File: src/rtl/jtag_types_pkg.sv
// Types and constants shared by the JTAG-side FIFO blocks.
package jtag_types_pkg;

    localparam int FIFO_DEFAULT_DEPTH = 16;

    typedef struct packed {
        logic full;
        logic empty;
        logic almost_full;
    } fifo_status_t;

endpackage : jtag_types_pkg

File: src/rtl/flex_fifo_ptr.sv
// Wrapping FIFO pointer counter with synchronous flush and synchronous active-low reset.
module flex_fifo_ptr #(
    parameter int W = 5
) (
    input  logic         CLK,
    input  logic         nRST,
    input  logic         clear,
    input  logic         inc,
    output logic [W-1:0] ptr
);

    always_ff @(posedge CLK) begin
        if (!nRST) begin
            ptr <= '0;
        end else if (clear) begin
            ptr <= '0;
        end else if (inc) begin
            ptr <= ptr + 1'b1;
        end
    end

endmodule : flex_fifo_ptr

File: src/rtl/flex_fifo_ctrl.sv
// First-word-fall-through FIFO controller driving a flex_fifo_mem array.
// Optional sticky overflow/underflow flags with FLEX_FIFO_CTRL_ERR_EN.
module flex_fifo_ctrl
    import jtag_types_pkg::*;
#(
    parameter int DATA_WIDTH     = 8,
    parameter int DEPTH          = FIFO_DEFAULT_DEPTH,
    parameter int MEM_ADDR_WIDTH = 32,
    parameter int AFULL_THRESH   = 12,
    localparam int PTR_W         = $clog2(DEPTH)
) (
    input  logic                      CLK,
    input  logic                      nRST,
    input  logic                      clear,
    input  logic                      push,
    input  logic [DATA_WIDTH-1:0]     wdata_in,
    input  logic                      pop,
    output logic [DATA_WIDTH-1:0]     rdata_out,
    output logic                      full,
    output logic                      empty,
    output logic                      almost_full,
    output logic [PTR_W:0]            count,
    output logic                      mem_wclk,
    output logic                      mem_wclk_en,
    output logic [MEM_ADDR_WIDTH-1:0] mem_waddr,
    output logic [MEM_ADDR_WIDTH-1:0] mem_raddr,
    output logic [DATA_WIDTH-1:0]     mem_wdata,
`ifdef FLEX_FIFO_CTRL_ERR_EN
    input  logic                      err_clr,
    output logic                      overflow,
    output logic                      underflow,
`endif
    input  logic [DATA_WIDTH-1:0]     mem_rdata
);

    localparam logic [PTR_W:0] AFULL_T = AFULL_THRESH[PTR_W:0];

    logic [PTR_W:0] wptr;
    logic [PTR_W:0] rptr;
    logic           push_ok;
    logic           pop_ok;
    fifo_status_t   status;

    flex_fifo_ptr #(.W(PTR_W + 1)) u_wptr (
        .CLK   (CLK),
        .nRST  (nRST),
        .clear (clear),
        .inc   (push_ok),
        .ptr   (wptr)
    );

    flex_fifo_ptr #(.W(PTR_W + 1)) u_rptr (
        .CLK   (CLK),
        .nRST  (nRST),
        .clear (clear),
        .inc   (pop_ok),
        .ptr   (rptr)
    );

    // Wrap bit distinguishes full from empty when the low bits match.
    always_comb begin
        count              = wptr - rptr;
        status.empty       = (wptr == rptr);
        status.full        = (wptr[PTR_W-1:0] == rptr[PTR_W-1:0]) && (wptr[PTR_W] != rptr[PTR_W]);
        status.almost_full = (count >= AFULL_T);
    end

    assign pop_ok  = pop & ~status.empty;
    assign push_ok = push & (~status.full | pop_ok);

    assign full        = status.full;
    assign empty       = status.empty;
    assign almost_full = status.almost_full;

    assign mem_wclk    = CLK;
    assign mem_wclk_en = push_ok & nRST & ~clear;
    assign mem_wdata   = wdata_in;
    assign mem_waddr   = {{(MEM_ADDR_WIDTH - PTR_W){1'b0}}, wptr[PTR_W-1:0]};
    assign mem_raddr   = {{(MEM_ADDR_WIDTH - PTR_W){1'b0}}, rptr[PTR_W-1:0]};
    assign rdata_out   = mem_rdata;

`ifdef FLEX_FIFO_CTRL_ERR_EN
    // A new error in the same cycle as err_clr keeps the flag set.
    always_ff @(posedge CLK) begin
        if (!nRST) begin
            overflow  <= 1'b0;
            underflow <= 1'b0;
        end else begin
            if (push & ~push_ok) begin
                overflow <= 1'b1;
            end else if (err_clr) begin
                overflow <= 1'b0;
            end
            if (pop & ~pop_ok) begin
                underflow <= 1'b1;
            end else if (err_clr) begin
                underflow <= 1'b0;
            end
        end
    end
`endif

endmodule : flex_fifo_ctrl

File: config.mk
export PLATFORM = sky130hd
export DESIGN_NAME = flex_fifo_ctrl
export DESIGN_NICKNAME = d
export VERILOG_FILES = /design/src/rtl/jtag_types_pkg.sv /design/src/rtl/flex_fifo_ptr.sv /design/src/rtl/flex_fifo_ctrl.sv
export SDC_FILE = /design/constraint.sdc
export NUM_CORES = 1
export LEC_CHECK = 0
export CORE_ASPECT_RATIO = 1.2
export CORE_MARGIN = 4
export CORE_UTILIZATION = 25
export CTS_CLUSTER_SIZE = 30
export DETAILED_ROUTE_END_ITERATION = 10
export PLACE_DENSITY = 0.66
export SLEW_MARGIN = 25
export SYNTH_ARGS = -nofsm -noshare
export SYNTH_HDL_FRONTEND = slang
export SYNTH_SLANG_ARGS = --single-unit
File: constraint.sdc
create_clock -name CLK -period 2.45 [get_ports CLK]
set_clock_uncertainty 0.1 [all_clocks]
set_input_delay 0.3675 -clock CLK [delete_from_list [all_inputs] [get_ports CLK]]
set_output_delay 0.3675 -clock CLK [all_outputs]
set_load 0.1 [all_outputs]
After elaboration in Yosys (flattened, before gate mapping)
Index checks and enable logic that the tools add are counted.
Widths: inputs -> output; s select.
{ "word_totals": {"romBits": 0, "memories": 0, "wordCells": 20, "latchBits": 0, "output_inout_bits": 90, "ff_bits": 10, "ramBits": 0} }
{ "classes": {"n_addsub": 3, "bitwise_logic": 9, "magnitude_cmp": 1, "n_mul": 0, "shifts": 0, "reduce_logical": 2, "eq_ne": 3, "n_mux": 0, "div_mod_pow": 0} }
{ "op_table": {"columns": ["operator", "count"], "rows": [
  ["$add 5x1->5 const B", 2],
  ["$eq 5x5->1", 1],
  ["$ge 5x4->1 const B", 1],
  ["$sub 5x5->5", 1],
  ["$and 1x1->1", 4],
  ["$eq 4x4->1", 1],
  ["$not 1->1", 4],
  ["$reduce_or 2->1", 1],
  ["$logic_and 1x1->1", 1],
  ["$ne 1x1->1", 1],
  ["$or 1x1->1", 1]
]} }

Depth between registers and ports, before layout
Gate-level depths: netlist (run 1).
{ "logic_depth": {"depth_word": 7, "depth_mapped": 7, "ltp_nobuf": 7} }

Hierarchy
Synthesis (run 1) repeated with hierarchy kept, for this count alone.
{ "hier_totals": {"cells_unflattened": 153, "hier_area_um2": 1281.2} }
{ "modules_own_cells": {"columns": ["module", "area_each_um2", "instances", "cells_per_inst", "seq_area_each_um2"], "rows": [
  ["flex_fifo_ctrl", 803.3, 1, 107, 0.0],
  ["flex_fifo_ptr", 239.0, 2, 23, 100.1]
]} }

==> results.sh, run 1 <==
export IMPL_status="finished with violations"
export IMPL_violations="setup timing"
export IMPL_synth_area_leaders="buf_4 (47%), dfxtp_1 (15%), ha_1 (5.8%)"
export IMPL_hold_viol=0
export IMPL_instances_no_fill=238
export IMPL_first_pass_iters=4
export IMPL_clk_latency_ns=0.34
export IMPL_antenna_left=0
export IMPL_critPathArrivalTime_ns=2.11
export IMPL_io_pins=111
export IMPL_die_area_um2=6406
export IMPL_die_w_um=73.73
export IMPL_synthDistinctLibCells=29
export IMPL_syn2layout_area_growth_pct=20.56
export IMPL_crit_type="reg -> out"
export IMPL_clk_pin_slew_worst_paths_ns=0.05
export IMPL_fin_setup_tns_ns=-0.1569
export IMPL_setup_ws_ns=-0.1313
export IMPL_cp_top_family="adder cells"
export IMPL_start_kind="register"
export IMPL_worst_path_max_fanout=2
export IMPL_leakage_nw=0.7240
export IMPL_die_h_um=86.88
export IMPL_synth_edf_count=0
export IMPL_mostFrequentLayoutCell="conb_1"
export IMPL_synthArstFlopShare_pct=0
export IMPL_max_freq_ghz=0.3874
export IMPL_routed_via_density=3.664
export IMPL_fin_nets=207
export IMPL_wire_per_inst_um=10.40
export IMPL_power_mw=1.191
export IMPL_power_frac_clock_pct=42.6
export IMPL_drtIter0Drc=18
export IMPL_syn_area_um2=1296
export IMPL_met3_usage_pct=3.118
export IMPL_swShare_pct=57.90
export IMPL_dp_slack_ns=-0.1821
export IMPL_setup_viol_count_final=2
export IMPL_start_util_pct=26.06
export IMPL_cp_required_ns=1.98
export IMPL_crit_path_end_kind="output port"
export IMPL_p_int_mw=0.5014
export IMPL_place_gp_congestion=0.7499
export IMPL_busiest_layer="met2"
export IMPL_placed_cell_area_um2=1390
export IMPL_cts_tree="built"
export IMPL_track_usage_pct=7.519
export IMPL_core_area_um2=4975
export IMPL_p_sw_mw=0.6896
export IMPL_worst_path_largest_cell_delay_ns=0.39
export IMPL_period_needed_ns=2.581
export IMPL_path_buf_inv=3
export IMPL_grtUsageMet2_pct=11.77
export IMPL_ctsHoldBuffers=0
export IMPL_ys_warn_count=0
export IMPL_post_route_util_pct=31.41
export IMPL_path_cells="inv_2 -> ha_4 -> fa_2 -> nor2b_2 -> o21ai_2 -> a21oi_2 -> buf_4 -> o221ai_4 -> buf_12"
export IMPL_crit_path_end="almost_full"
export IMPL_drc_errors=0
export IMPL_hold_ws_ns=0.4143
export IMPL_r2r_cells=7
export IMPL_use_met1_pct=7.854
export IMPL_worstHoldPathType="reg -> reg"
export IMPL_grt_ovfl_total=0
export IMPL_grt_pass1_vias=797
export IMPL_rsz0062_at_grt="yes"
export IMPL_port_buffers=22
export IMPL_layout_drive_gt1_share_pct=34.83
export IMPL_synth_top_cell_area_share_pct=46.91
export IMPL_critical_path_cell_count=9
export IMPL_combPwrFrac_pct=43.5
export IMPL_dp_cells=229
export IMPL_r2r_start="u_rptr.ptr[2]"
export IMPL_ys_seq_elements=10
export IMPL_crit_start="u_wptr.ptr[0]"
export IMPL_reg2reg_to="u_wptr.ptr[1]"
export IMPL_peakVddDrop_mv=0.7675
export IMPL_row_count=28
export IMPL_r2r_setup_slack_ns=0.56
export IMPL_dp_hpwl_um=2001
export IMPL_power_density_nw_per_um2=762.1
export IMPL_vias=872
export IMPL_grt_max_degree=11
export IMPL_routed_wl_um=2475
export IMPL_fill_cells=552
export IMPL_design_area_um2=1563
export IMPL_antenna_cells=0
export IMPL_ys_seq_area_share_pct=15.44
export IMPL_p_seq_share_pct=13.9
export IMPL_synthFlopType="dfxtp_1"
export IMPL_drv_slew=0
export IMPL_synthCells=164
export IMPL_hold_start="u_rptr.ptr[3]"
export IMPL_layout_common_cells="conb_1 (56), buf_4 (20), inv_1 (10)"
export IMPL_min_period_over_period_pct=105.4
export IMPL_synth_area_per_cell_um2=7.904
export IMPL_cpMaxStageDelayCell="fa_2"
export IMPL_maxCapViolCount=0
export IMPL_antenna_found_initial=0
export IMPL_yosysTopAreaCell="buf_4"
export IMPL_grt_first_pass_wirelength_um=3519
==> cell type report <==
cell class	count	area (um2)	share of cell area, %
inverter	11	41.29	2.642
timing repair buffer	33	370.4	23.70
clock buffer	8	110.1	7.046
multi-input combinational	116	757.0	48.44
tap	60	75.07	4.804
sequential	10	209.0	13.37
==> cell usage after synthesis (2+ instances only) <==
master,number
xor2_1,3
nor2_1,12
xnor2_1,6
dfxtp_1,10
a21oi_1,4
or3_1,2
nor2b_1,2
buf_4,81
mux2i_1,2
o21ai_0,4
inv_1,11
nand4_1,3
ha_1,6
nand2_1,2
nand3_1,2
==> cells by family after synthesis <==
family | share of synthesized area (%)
simple gates | 9.846
mux | 1.544
buf+inv | 50.39
flops | 15.44
fa+ha+maj | 7.336
other cells | 0.2893
compound gates | 7.820
xor+xnor | 7.337
==> metal layers <==
metal | wire [um] | up-vias
li1 | - | 414
met1 | 873 | 388
met2 | 1201 | 61
met3 | 340 | 9
met4 | 60 | 0
met5 | 0 | -
==> worst reg2reg max path, cell delays in order (launching register included) <==
cell and delay [ns]:
dfxtp_2 0.35, inv_1 0.07, ha_1 0.33, nand4_1 0.17, o31ai_2 0.34, buf_4 0.19, mux2i_1 0.18, nor2_1 0.05
==> timing repair <==
item,CTS,global route
pin swaps,6,5
endpoints found under the setup margin,7,6
gates resized for setup,16,7
buffers inserted,1,1
==> power groups by stage <==
stage	clock network, mW	registers [mW]	logic (mW)
detailed placement	0.160	0.169	0.511
global placement	0.160	0.169	0.510
floorplan	0.154	0.169	0.652
CTS	0.517	0.167	0.514
global route	0.529	0.166	0.530
finish	0.507	0.166	0.518
==> flip-flops by register name, summed over array words and instances, names as in the netlist <==
register,cells
u_rptr.ptr,5
u_wptr.ptr,5
==> worst min path at each step <==
stage / to / slack [ns] / cells past startpoint
after detailed placement: u_rptr.ptr[3] / 0.44 / 2
after floorplan: u_rptr.ptr[3] / 0.38 / 2
after CTS: u_rptr.ptr[3] / 0.45 / 2
after global placement: u_rptr.ptr[3] / 0.41 / 2
final: u_rptr.ptr[3] / 0.41 / 2
after global routing: u_rptr.ptr[3] / 0.47 / 2
(Power assumes the default switching activity.)
==> inputs of run 2 (changes only) <==
--- a/config.mk
+++ b/config.mk
@@ -5,12 +5,12 @@
 export SDC_FILE = /design/constraint.sdc
 export NUM_CORES = 1
 export LEC_CHECK = 0
-export CORE_ASPECT_RATIO = 1.2
+export CORE_ASPECT_RATIO = 0.7
 export CORE_MARGIN = 4
 export CORE_UTILIZATION = 25
 export CTS_CLUSTER_SIZE = 30
 export DETAILED_ROUTE_END_ITERATION = 10
-export PLACE_DENSITY = 0.66
+export PLACE_DENSITY_LB_ADDON = 0.08
 export SLEW_MARGIN = 25
 export SYNTH_ARGS = -nofsm -noshare
 export SYNTH_HDL_FRONTEND = slang
==> results.sh, run 2 (synthesis gave the netlist of run 1 again) <==
export IMPL_fill_cells=533
export IMPL_combPwrFrac_pct=44.9
export IMPL_p_seq_share_pct=14.3
export IMPL_grt_ovfl_total=0
export IMPL_swShare_pct=59.60
export IMPL_routed_wl_um=2605
export IMPL_track_usage_pct=7.767
export IMPL_worst_path_largest_cell_delay_ns=0.39
export IMPL_period_needed_ns=2.545
export IMPL_maxCapViolCount=0
export IMPL_drv_slew=0
export IMPL_p_sw_mw=0.6905
export IMPL_path_buf_inv=2
export IMPL_drtIter0Drc=15
export IMPL_grt_max_degree=11
export IMPL_ctsHoldBuffers=0
export IMPL_mostFrequentLayoutCell="conb_1"
export IMPL_rsz0062_at_grt="yes"
export IMPL_dp_slack_ns=-0.1821
export IMPL_port_buffers=22
export IMPL_antenna_cells=0
export IMPL_violations="setup timing"
export IMPL_seq_area_um2=205.2
export IMPL_die_h_um=68.25
export IMPL_critical_path_cell_count=8
export IMPL_hold_viol=0
export IMPL_cp_top_family="adder cells"
export IMPL_drc_errors=0
export IMPL_critPathArrivalTime_ns=2.08
export IMPL_fin_nets=210
export IMPL_status="finished with violations"
export IMPL_worstHoldPathType="reg -> reg"
export IMPL_r2r_cells=7
export IMPL_routed_via_density=3.430
export IMPL_io_pins=111
export IMPL_instances_no_fill=249
export IMPL_crit_type="reg -> out"
export IMPL_start_util_pct=26.52
export IMPL_place_gp_congestion=0.7787
export IMPL_grt_first_pass_wirelength_um=3698
export IMPL_power_density_nw_per_um2=739.1
export IMPL_syn2layout_area_growth_pct=20.95
export IMPL_antenna_found_initial=0
export IMPL_setup_viol_count_final=1
export IMPL_power_mw=1.159
export IMPL_power_frac_clock_pct=40.8
export IMPL_first_pass_iters=2
export IMPL_whs_path_depth=2
export IMPL_max_freq_ghz=0.3929
export IMPL_cp_required_ns=1.98
export IMPL_antenna_left=0
export IMPL_cts_tree="built"
export IMPL_layout_drive_gt1_share_pct=32.22
export IMPL_wire_per_inst_um=10.46
export IMPL_min_period_over_period_pct=103.9
export IMPL_dp_cells=240
export IMPL_clk_latency_ns=0.34
export IMPL_reg_top3="u_rptr.ptr (5), u_wptr.ptr (5)"
export IMPL_setup_ws_ns=-0.09490
export IMPL_row_count=21
export IMPL_crit_path_end_kind="output port"
export IMPL_die_area_um2=6419
export IMPL_p_int_mw=0.4682
export IMPL_path_cells="inv_2 -> ha_4 -> fa_2 -> nor2b_1 -> o21ai_1 -> and3_4 -> o221ai_4 -> buf_12"
export IMPL_layout_common_cells="conb_1 (56), buf_4 (23), inv_1 (10)"
export IMPL_grt_pass1_vias=768
export IMPL_core_area_um2=4887
export IMPL_leakage_nw=0.7246
export IMPL_worst_path_max_fanout=2
export IMPL_dp_hpwl_um=2162
export IMPL_clk_pin_slew_worst_paths_ns=0.05
export IMPL_vias=854
export IMPL_peakVddDrop_mv=0.8162
export IMPL_start_kind="register"
export IMPL_cpMaxStageDelayCell="fa_2"
export IMPL_multi_input_area_um2=745.7
export IMPL_die_w_um=94.07
## run 2: cell types whose count changed in the layout (fill, tap and decap cells not counted), sizes merged
cell | before | now
clkbuf | 8 | 7
buf | 29 | 32
## run 2: power by group through the flow
stage	registers (mW)	logic (mW)	clock network, mW
2_1_floorplan	0.169	0.652	0.154
3_3_place_gp	0.169	0.513	0.160
3_5_place_dp	0.169	0.512	0.160
4_1_cts	0.165	0.518	0.488
5_1_grt	0.165	0.533	0.502
6_report	0.165	0.520	0.473
## run 2: worst paths after layout
| check | startpoint | to | slack [ns] |
|---|---|---|---|
| worst max-delay path | u_wptr.ptr[0] | almost_full | -0.09 |
| worst min-delay path | u_rptr.ptr[3] | u_rptr.ptr[3] | 0.44 |
| worst max register to register | u_rptr.ptr[3] | u_wptr.ptr[1] | 0.56 |
| worst min register to register | u_rptr.ptr[3] | u_rptr.ptr[3] | 0.44 |
## run 2: metrics by stage
step	hold slack, ns	utilization [%]	TNS (ns)	cell area (um2)
finish	0.4414	32.08	-0.09490	1568
CTS	0.4502	31.98	-0.2015	1563
global route	0.4804	32.08	-0.3649	1568
floorplan	0.3824	-	-1.337	1562
detailed placement	0.4426	28.98	-0.1821	1416
global placement	0.4296	28.98	-0.1821	1416
## run 2: worst register-to-register path: cells and delay by family (launching register included)
family / cells / cell delay (ns)
adder cells (fa/ha/maj): 1 / 0.32
AND/OR/NAND/NOR: 2 / 0.22
flip-flops: 1 / 0.40
multiplexers: 1 / 0.18
AO/OA/AOI/OAI: 1 / 0.30
buffers and inverters: 2 / 0.27
## run 2: routing by layer
metal	global-route usage, %	wire [um]
met5	0	0
met4	3.063	13
met3	4.945	274
met2	10.43	1102
met1	9.785	1215
## run 2: final cells by class
type / count / share of cell area, %
clock buffer: 7 / 6.145
inverter: 11 / 2.634
multi-input combinational: 116 / 47.57
sequential: 10 / 13.09
tap: 69 / 5.507
timing repair buffer: 36 / 25.06
## run 2: repair_timing
action	in CTS	in global routing
setup buffers	3	0
pin swaps	9	3
endpoints found under the setup margin	4	5
resized for setup	14	2
